### config.mk
export PLATFORM = sky130hd
export DESIGN_NAME = pc_pipe_reg
export DESIGN_NICKNAME = d
export VERILOG_FILES = /design/src/rtl/pc_pkg.sv /design/src/rtl/pipe_stage.sv /design/src/rtl/pc_pipe_reg.sv
export SDC_FILE = /design/constraint.sdc
export NUM_CORES = 1
export LEC_CHECK = 0
export CORE_AREA = 3 3 40 42
export CTS_CLUSTER_SIZE = 25
export DETAILED_ROUTE_END_ITERATION = 16
export DIE_AREA = 0 0 43 45
export GPL_TIMING_DRIVEN = 0
export HOLD_SLACK_MARGIN = 0.06
export PLACE_DENSITY = 0.57
export SYNTH_ARGS = -nofsm -noshare
export SYNTH_HDL_FRONTEND = slang
export SYNTH_SLANG_ARGS = --single-unit
### constraint.sdc
create_clock -name clock -period 1.4 [get_ports clock]
set_input_delay 0.35 -clock clock [delete_from_list [all_inputs] [get_ports clock]]
set_output_delay 0.35 -clock clock [all_outputs]
set_load 0.05 [all_outputs]
### src/rtl/pc_pkg.sv
// Shared constants and helpers for the PC pipeline register family.
package pc_pkg;

  localparam int PC_W_DEFAULT     = 5;
  localparam int RESET_PC_DEFAULT = 0;

  // Bit positions inside the side-band flag vector.
  localparam int FLAG_RMEM = 0;
  localparam int FLAG_WMEM = 1;

  // Bits needed to hold values 0..value-1 (value >= 2 in practice).
  function automatic int clog2(input int value);
    int r;
    int v;
    r = 0;
    v = value - 1;
    while (v > 0) begin
      r = r + 1;
      v = v >> 1;
    end
    return r;
  endfunction

endpackage

### src/rtl/pipe_stage.sv
// One register slot of the PC pipeline: PC, flags and a valid bit.
module pipe_stage
  import pc_pkg::*;
#(
  parameter int              PC_W   = PC_W_DEFAULT,
  parameter int              FLAG_W = 1,
  parameter logic [PC_W-1:0] RST_PC = '0
) (
  input  logic              clock,
  input  logic              reset,
  input  logic              ld_en,
  input  logic              kill,
  input  logic              d_valid,
  input  logic [PC_W-1:0]   d_pc,
  input  logic [FLAG_W-1:0] d_flag,
  output logic              q_valid,
  output logic [PC_W-1:0]   q_pc,
  output logic [FLAG_W-1:0] q_flag
);

  // kill clears valid/flag but leaves the PC following the normal load/hold path.
  always_ff @(posedge clock) begin
    if (reset) begin
      q_valid <= 1'b0;
      q_pc    <= RST_PC;
      q_flag  <= '0;
    end else begin
      if (ld_en) begin
        q_pc <= d_pc;
      end
      if (kill) begin
        q_valid <= 1'b0;
        q_flag  <= '0;
      end else if (ld_en) begin
        q_valid <= d_valid;
        q_flag  <= d_flag;
      end
    end
  end

endmodule

### src/rtl/pc_pipe_reg.sv
// DEPTH-stage PC/flag/valid pipeline with global stall, flush and occupancy count.
module pc_pipe_reg
  import pc_pkg::*;
#(
  parameter int          PC_W     = PC_W_DEFAULT,
  parameter int          FLAG_W   = 1,
  parameter int          DEPTH    = 1,
  parameter int unsigned RESET_PC = RESET_PC_DEFAULT
) (
  input  logic                        clock,
  input  logic                        reset,
  input  logic                        stall,
  input  logic                        flush,
  input  logic                        valid_i,
  input  logic [PC_W-1:0]             pc_i,
  input  logic [FLAG_W-1:0]           flag_i,
  output logic                        valid_o,
  output logic [PC_W-1:0]             pc_o,
  output logic [FLAG_W-1:0]           flag_o,
  output logic [clog2(DEPTH+1)-1:0]   occ_o
);

  localparam int              OCC_W  = clog2(DEPTH + 1);
  localparam logic [PC_W-1:0] RST_PC = PC_W'(RESET_PC);

  // Handshake: a beat is accepted at a posedge only when valid_i=1, stall=0,
  // flush=0 and reset=0; during stall the producer must keep presenting it.
  logic              ld_en;
  logic              kill;
  logic              st_valid [DEPTH];
  logic [PC_W-1:0]   st_pc    [DEPTH];
  logic [FLAG_W-1:0] st_flag  [DEPTH];
  logic [OCC_W-1:0]  occ_q;
  logic [OCC_W-1:0]  occ_next;
  logic              last_valid;

  assign ld_en = ~stall;
  assign kill  = flush;

  for (genvar k = 0; k < DEPTH; k++) begin : g_stage
    if (k == 0) begin : g_head
      pipe_stage #(.PC_W(PC_W), .FLAG_W(FLAG_W), .RST_PC(RST_PC)) u_stage (
        .clock   (clock),
        .reset   (reset),
        .ld_en   (ld_en),
        .kill    (kill),
        .d_valid (valid_i),
        .d_pc    (pc_i),
        .d_flag  (flag_i),
        .q_valid (st_valid[k]),
        .q_pc    (st_pc[k]),
        .q_flag  (st_flag[k])
      );
    end else begin : g_body
      pipe_stage #(.PC_W(PC_W), .FLAG_W(FLAG_W), .RST_PC(RST_PC)) u_stage (
        .clock   (clock),
        .reset   (reset),
        .ld_en   (ld_en),
        .kill    (kill),
        .d_valid (st_valid[k-1]),
        .d_pc    (st_pc[k-1]),
        .d_flag  (st_flag[k-1]),
        .q_valid (st_valid[k]),
        .q_pc    (st_pc[k]),
        .q_flag  (st_flag[k])
      );
    end
  end

  assign last_valid = st_valid[DEPTH-1];

  // Incremental count: one beat may enter and one may leave per shift.
  always_comb begin
    occ_next = occ_q;
    if (flush) begin
      occ_next = '0;
    end else if (!stall) begin
      occ_next = occ_q + OCC_W'(valid_i) - OCC_W'(last_valid);
    end
  end

  always_ff @(posedge clock) begin
    if (reset) begin
      occ_q <= '0;
    end else begin
      occ_q <= occ_next;
    end
  end

  // Outputs are forced to their reset values combinationally while reset is high.
  always_comb begin
    valid_o = 1'b0;
    pc_o    = RST_PC;
    flag_o  = '0;
    occ_o   = '0;
    if (!reset) begin
      valid_o = last_valid;
      pc_o    = st_pc[DEPTH-1];
      flag_o  = st_flag[DEPTH-1] & {FLAG_W{last_valid}};
      occ_o   = occ_q;
    end
  end

endmodule

# Yosys cells after proc, flatten, opt, wreduce, memory -nomap -nowiden
# Cells that the tools add are included.
dict set report word_totals {
  word_cells 12
  ff_bits 8
  input_bits 11
  output_inout_bits 8
}
dict set report op_classes {
  reduce_logical 1
  addsub 2
  mux 4
  bitwise_logic 1
}
# cell n
set ops {}
lappend ops {{5-bit 2-to-1 mux} 1}
lappend ops {{1-bit 2-to-1 mux} 3}
lappend ops {{2-bit OR reduction} 1}
lappend ops {{1-bit adder} 1}
lappend ops {{1-bit bitwise AND} 1}
lappend ops {{1-bit subtractor} 1}

# Depth between registers and ports, before layout
dict set report depth {
  depth_word 2
  ltp_mapped 3
}

# Hierarchy
# From an unflattened synthesis, not the netlist that was laid out.
dict set report hier_totals {
  hier_cells 36
  area_unflattened_um2 354.1
}
# mod area_each_um2 seq_area_each_um2 n_inst cells_per_inst
set modules_own_cells {}
lappend modules_own_cells {pipe_stage 250.2 140.1 1 22}
lappend modules_own_cells {pc_pipe_reg 103.8 20.0 1 14}

# Worst setup path before layout
# No wires, ideal clock.
dict set report synth_path {
  kind {register to output}
  startpoint {register g_stage[0].g_head.u_stage.q_valid}
  endpoint {output port flag_o}
  t_required_ps 1050
  t_arrival_ps 1340
  path_buffers 0
  path_slack_ps -290
  stages_incl_launch_ff 3
  cell_sequence {dfxtp_1 -> nor2b_2 -> and2_1}
}
dict set report synth_via {
  elab_chain_len 2
}
# element line
set synth_rtl {}
lappend synth_rtl {{from (decl)} pipe_stage.sv:16} ;# output logic q_valid,
lappend synth_rtl {{from (signal assigned)} pipe_stage.sv:35} ;# q_valid <= d_valid;
lappend synth_rtl {{1-bit bitwise AND} pc_pipe_reg.sv:99} ;# flag_o = st_flag[DEPTH-1] & {FLAG_W{last_valid}};
lappend synth_rtl {{1-bit 2-to-1 mux} pc_pipe_reg.sv:96} ;# if (!reset) begin
lappend synth_rtl {{to (decl)} pc_pipe_reg.sv:19} ;# output logic [FLAG_W-1:0] flag_o,
# Every way passes these cells.

# Final worst setup path
# Ends and elaborated chain as after synthesis.

==> metrics.cfg <==
[timing]
maxSlewViolCount=0
tns_ps=0
rsz0062_at_grt=yes
relSlewSlack=0.834
fmax_ghz=0.740
setup_viol=0
hold-worst-slack_ps=413
fin_skew_ps=4.63
finalHoldViolCount=0
period_needed_ps=1350
post-route-period-util=0.966
worst_pin_slew_ps=251

[logic_synthesis]
synth_edf_count=0
yosys-top-cells-count=dfxtp_1 (8), mux2i_1 (7), nor2b_1 (6)
synth.distinct_cells=13
synthFlopType=dfxtp_1
synth-seq-area-share=0.446
async_flop_share=0
ys_ff_latch=8
yosys_warnings=0
avgSynthCellArea_um2=9.97
netlist_instances=36
synth_area_leaders=dfxtp_1 (45%), mux2i_1 (20%), nor2b_1 (10%), nor2_1 (5.2%), a211oi_2 (3.5%)
synthesis.nets=47
yosys.area.top_type=dfxtp_1
synth_top_cell_area_share=0.446
post-synth-top-count-cell=dfxtp_1
syn-cell-area_um2=359

[routing]
drcViolationCount=0
ant_nets=0
dr.pass1.iters=4
wl_per_cell_um=10.5
vias=316
drt_iter0_drc=2
wirelength_um=766
vias_per_cell=4.33

[setup_path]
setup.worst_path.start_class=register
criticalPathCategory=reg -> out
setup.worst_path.end_class=output pin
rr_endpoint=occ_q
cp_max_fo=3
rrSetupSlack_ps=360
cp.required_ps=1050
reg2reg_from=g_stage[0].g_head.u_stage.q_valid
cp-endpoint=flag_o
worstRegToRegCells=3
arrival_ps=1000
startpoint=g_stage[0].g_head.u_stage.q_valid

[clock_network]
clock_path_buffers=2
clk_pin_slew_ps=60
clock_latency_ps=250
htree_levels=1
cts_buffers=3
cts_tree=built
cts_sinks=8
cts_root_buf=clkbuf_4

[die]
die_width_um=43
io_pins=19
rows=13
core_area_um2=1280
start_util=0.279
dieArea_um2=1940
die_h_um=45

[place]
io_buffers=17
place_area_um2=549
place.gp.congestion=0.583

[finish]
area_delta_synth_final_pct=64.8
antenna_cells=0
fin_nets=71
final_layout_size_suffix_gt1_frac=0.379
stdcell_area_um2=592

[pwr]
p_per_area_nw_per_um2=899
p_leak_nw=0.262
vdd_drop_max_uv=443

[grt]
grt_pass1_vias=335
grt_start_max_net_pins=10
grtUsageTotal=0.103
grt-ovfl-total=0
grt_pass1_wl_um=1420
antenna_found_initial=0

[worst_hold_path]
min_path_cells=3
hp-class=in -> reg
hp-start=stall

[run_status]
outcome=finished, final reports clean

[run]
cap_violations=0

## cell type report
| class | instances | area (um^2) |
|---|---|---|
| Buffer | 2 | 25.0 |
| Clock buffer | 3 | 22.5 |
| Fill cell | 151 | 693 |
| Multi-Input combinational cell | 26 | 196 |
| Sequential cell | 8 | 161 |
| Tap cell | 15 | 18.8 |
| Timing Repair Buffer | 19 | 168 |
## kinds of logic after synthesis
family | Yosys count | synth area share
flops | 8 | 0.446
mux | 7 | 0.195
buf+inv | 2 | 0.0418
compound gates | 2 | 0.0488
xor+xnor | 1 | 0.0244
simple gates | 16 | 0.244
## layer usage
layer,GRT usage,part of all wire
met1,0.133,0.45
met2,0.138,0.45
met3,0.0279,0.074
met4,0.0904,0.016
met5,0,0
## worst max-delay path, cell delays in order, from the launching register on
cell     delay (ps)
dfxtp_2         340
nor2b_4         140
and2_4          140
buf_8           130
## cell usage in the layout (no fill, tap or decap)
| master | instances |
|---|---|
| o21ai_1 | 1 |
| mux2i_1 | 7 |
| buf_4 | 2 |
| buf_6 | 3 |
| clkbuf_8 | 1 |
| clkdlybuf4s50_1 | 8 |
| and2_4 | 1 |
| buf_8 | 1 |
| or3_1 | 1 |
| nor2_1 | 5 |
| nor2b_4 | 1 |
| nor2b_2 | 2 |
| buf_2 | 4 |
| nor3_1 | 2 |
| a211oi_2 | 1 |
| nor2b_1 | 4 |
| xnor2_1 | 1 |
| dfxtp_1 | 7 |
| clkbuf_4 | 5 |
| dfxtp_2 | 1 |
## metrics by stage
step	power (W)	setup WS (ps)	util	std cells
after global placement	0.000359	-1140	0.427	68
after CTS	0.000542	5.17	0.458	73
final	0.000532	47.9	0.461	73
after detailed placement	0.000359	-1140	0.427	68
after floorplan	0.000311	-209	-	36
after global routing	0.000567	-20.2	0.461	73
## power breakdown
group          switching (W)  internal, W  leakage, nW
Clock              0.0000755    0.0000979       0.0138
Sequential        0.00000526     0.000240       0.0662
Combinational      0.0000556    0.0000583        0.182
## registers in the layout (all words and copies together) (netlist names)
signal and cells:
g_stage.g_head.u_stage.q_valid 1, occ_q 1, g_stage.g_head.u_stage.q_flag 1, g_stage.g_head.u_stage.q_pc 5
## repair_timing
item	in CTS	in global routing
buffers inserted	2	0
gates resized for setup	57	5
setup endpoints to repair	8	5
hold buffers	0	0
pin swaps	0	1
## how the worst min path moves through the flow
stage	endpoint	slack (ps)
CTS	g_stage[0].g_head.u_stage.q_pc[0]	410
global route	g_stage[0].g_head.u_stage.q_pc[4]	440
detailed placement	g_stage[0].g_head.u_stage.q_pc[4]	480
global placement	g_stage[0].g_head.u_stage.q_pc[2]	470
floorplan	occ_q	410
finish	g_stage[0].g_head.u_stage.q_pc[4]	410
Note: power is estimated with default switching activity, not from simulation.
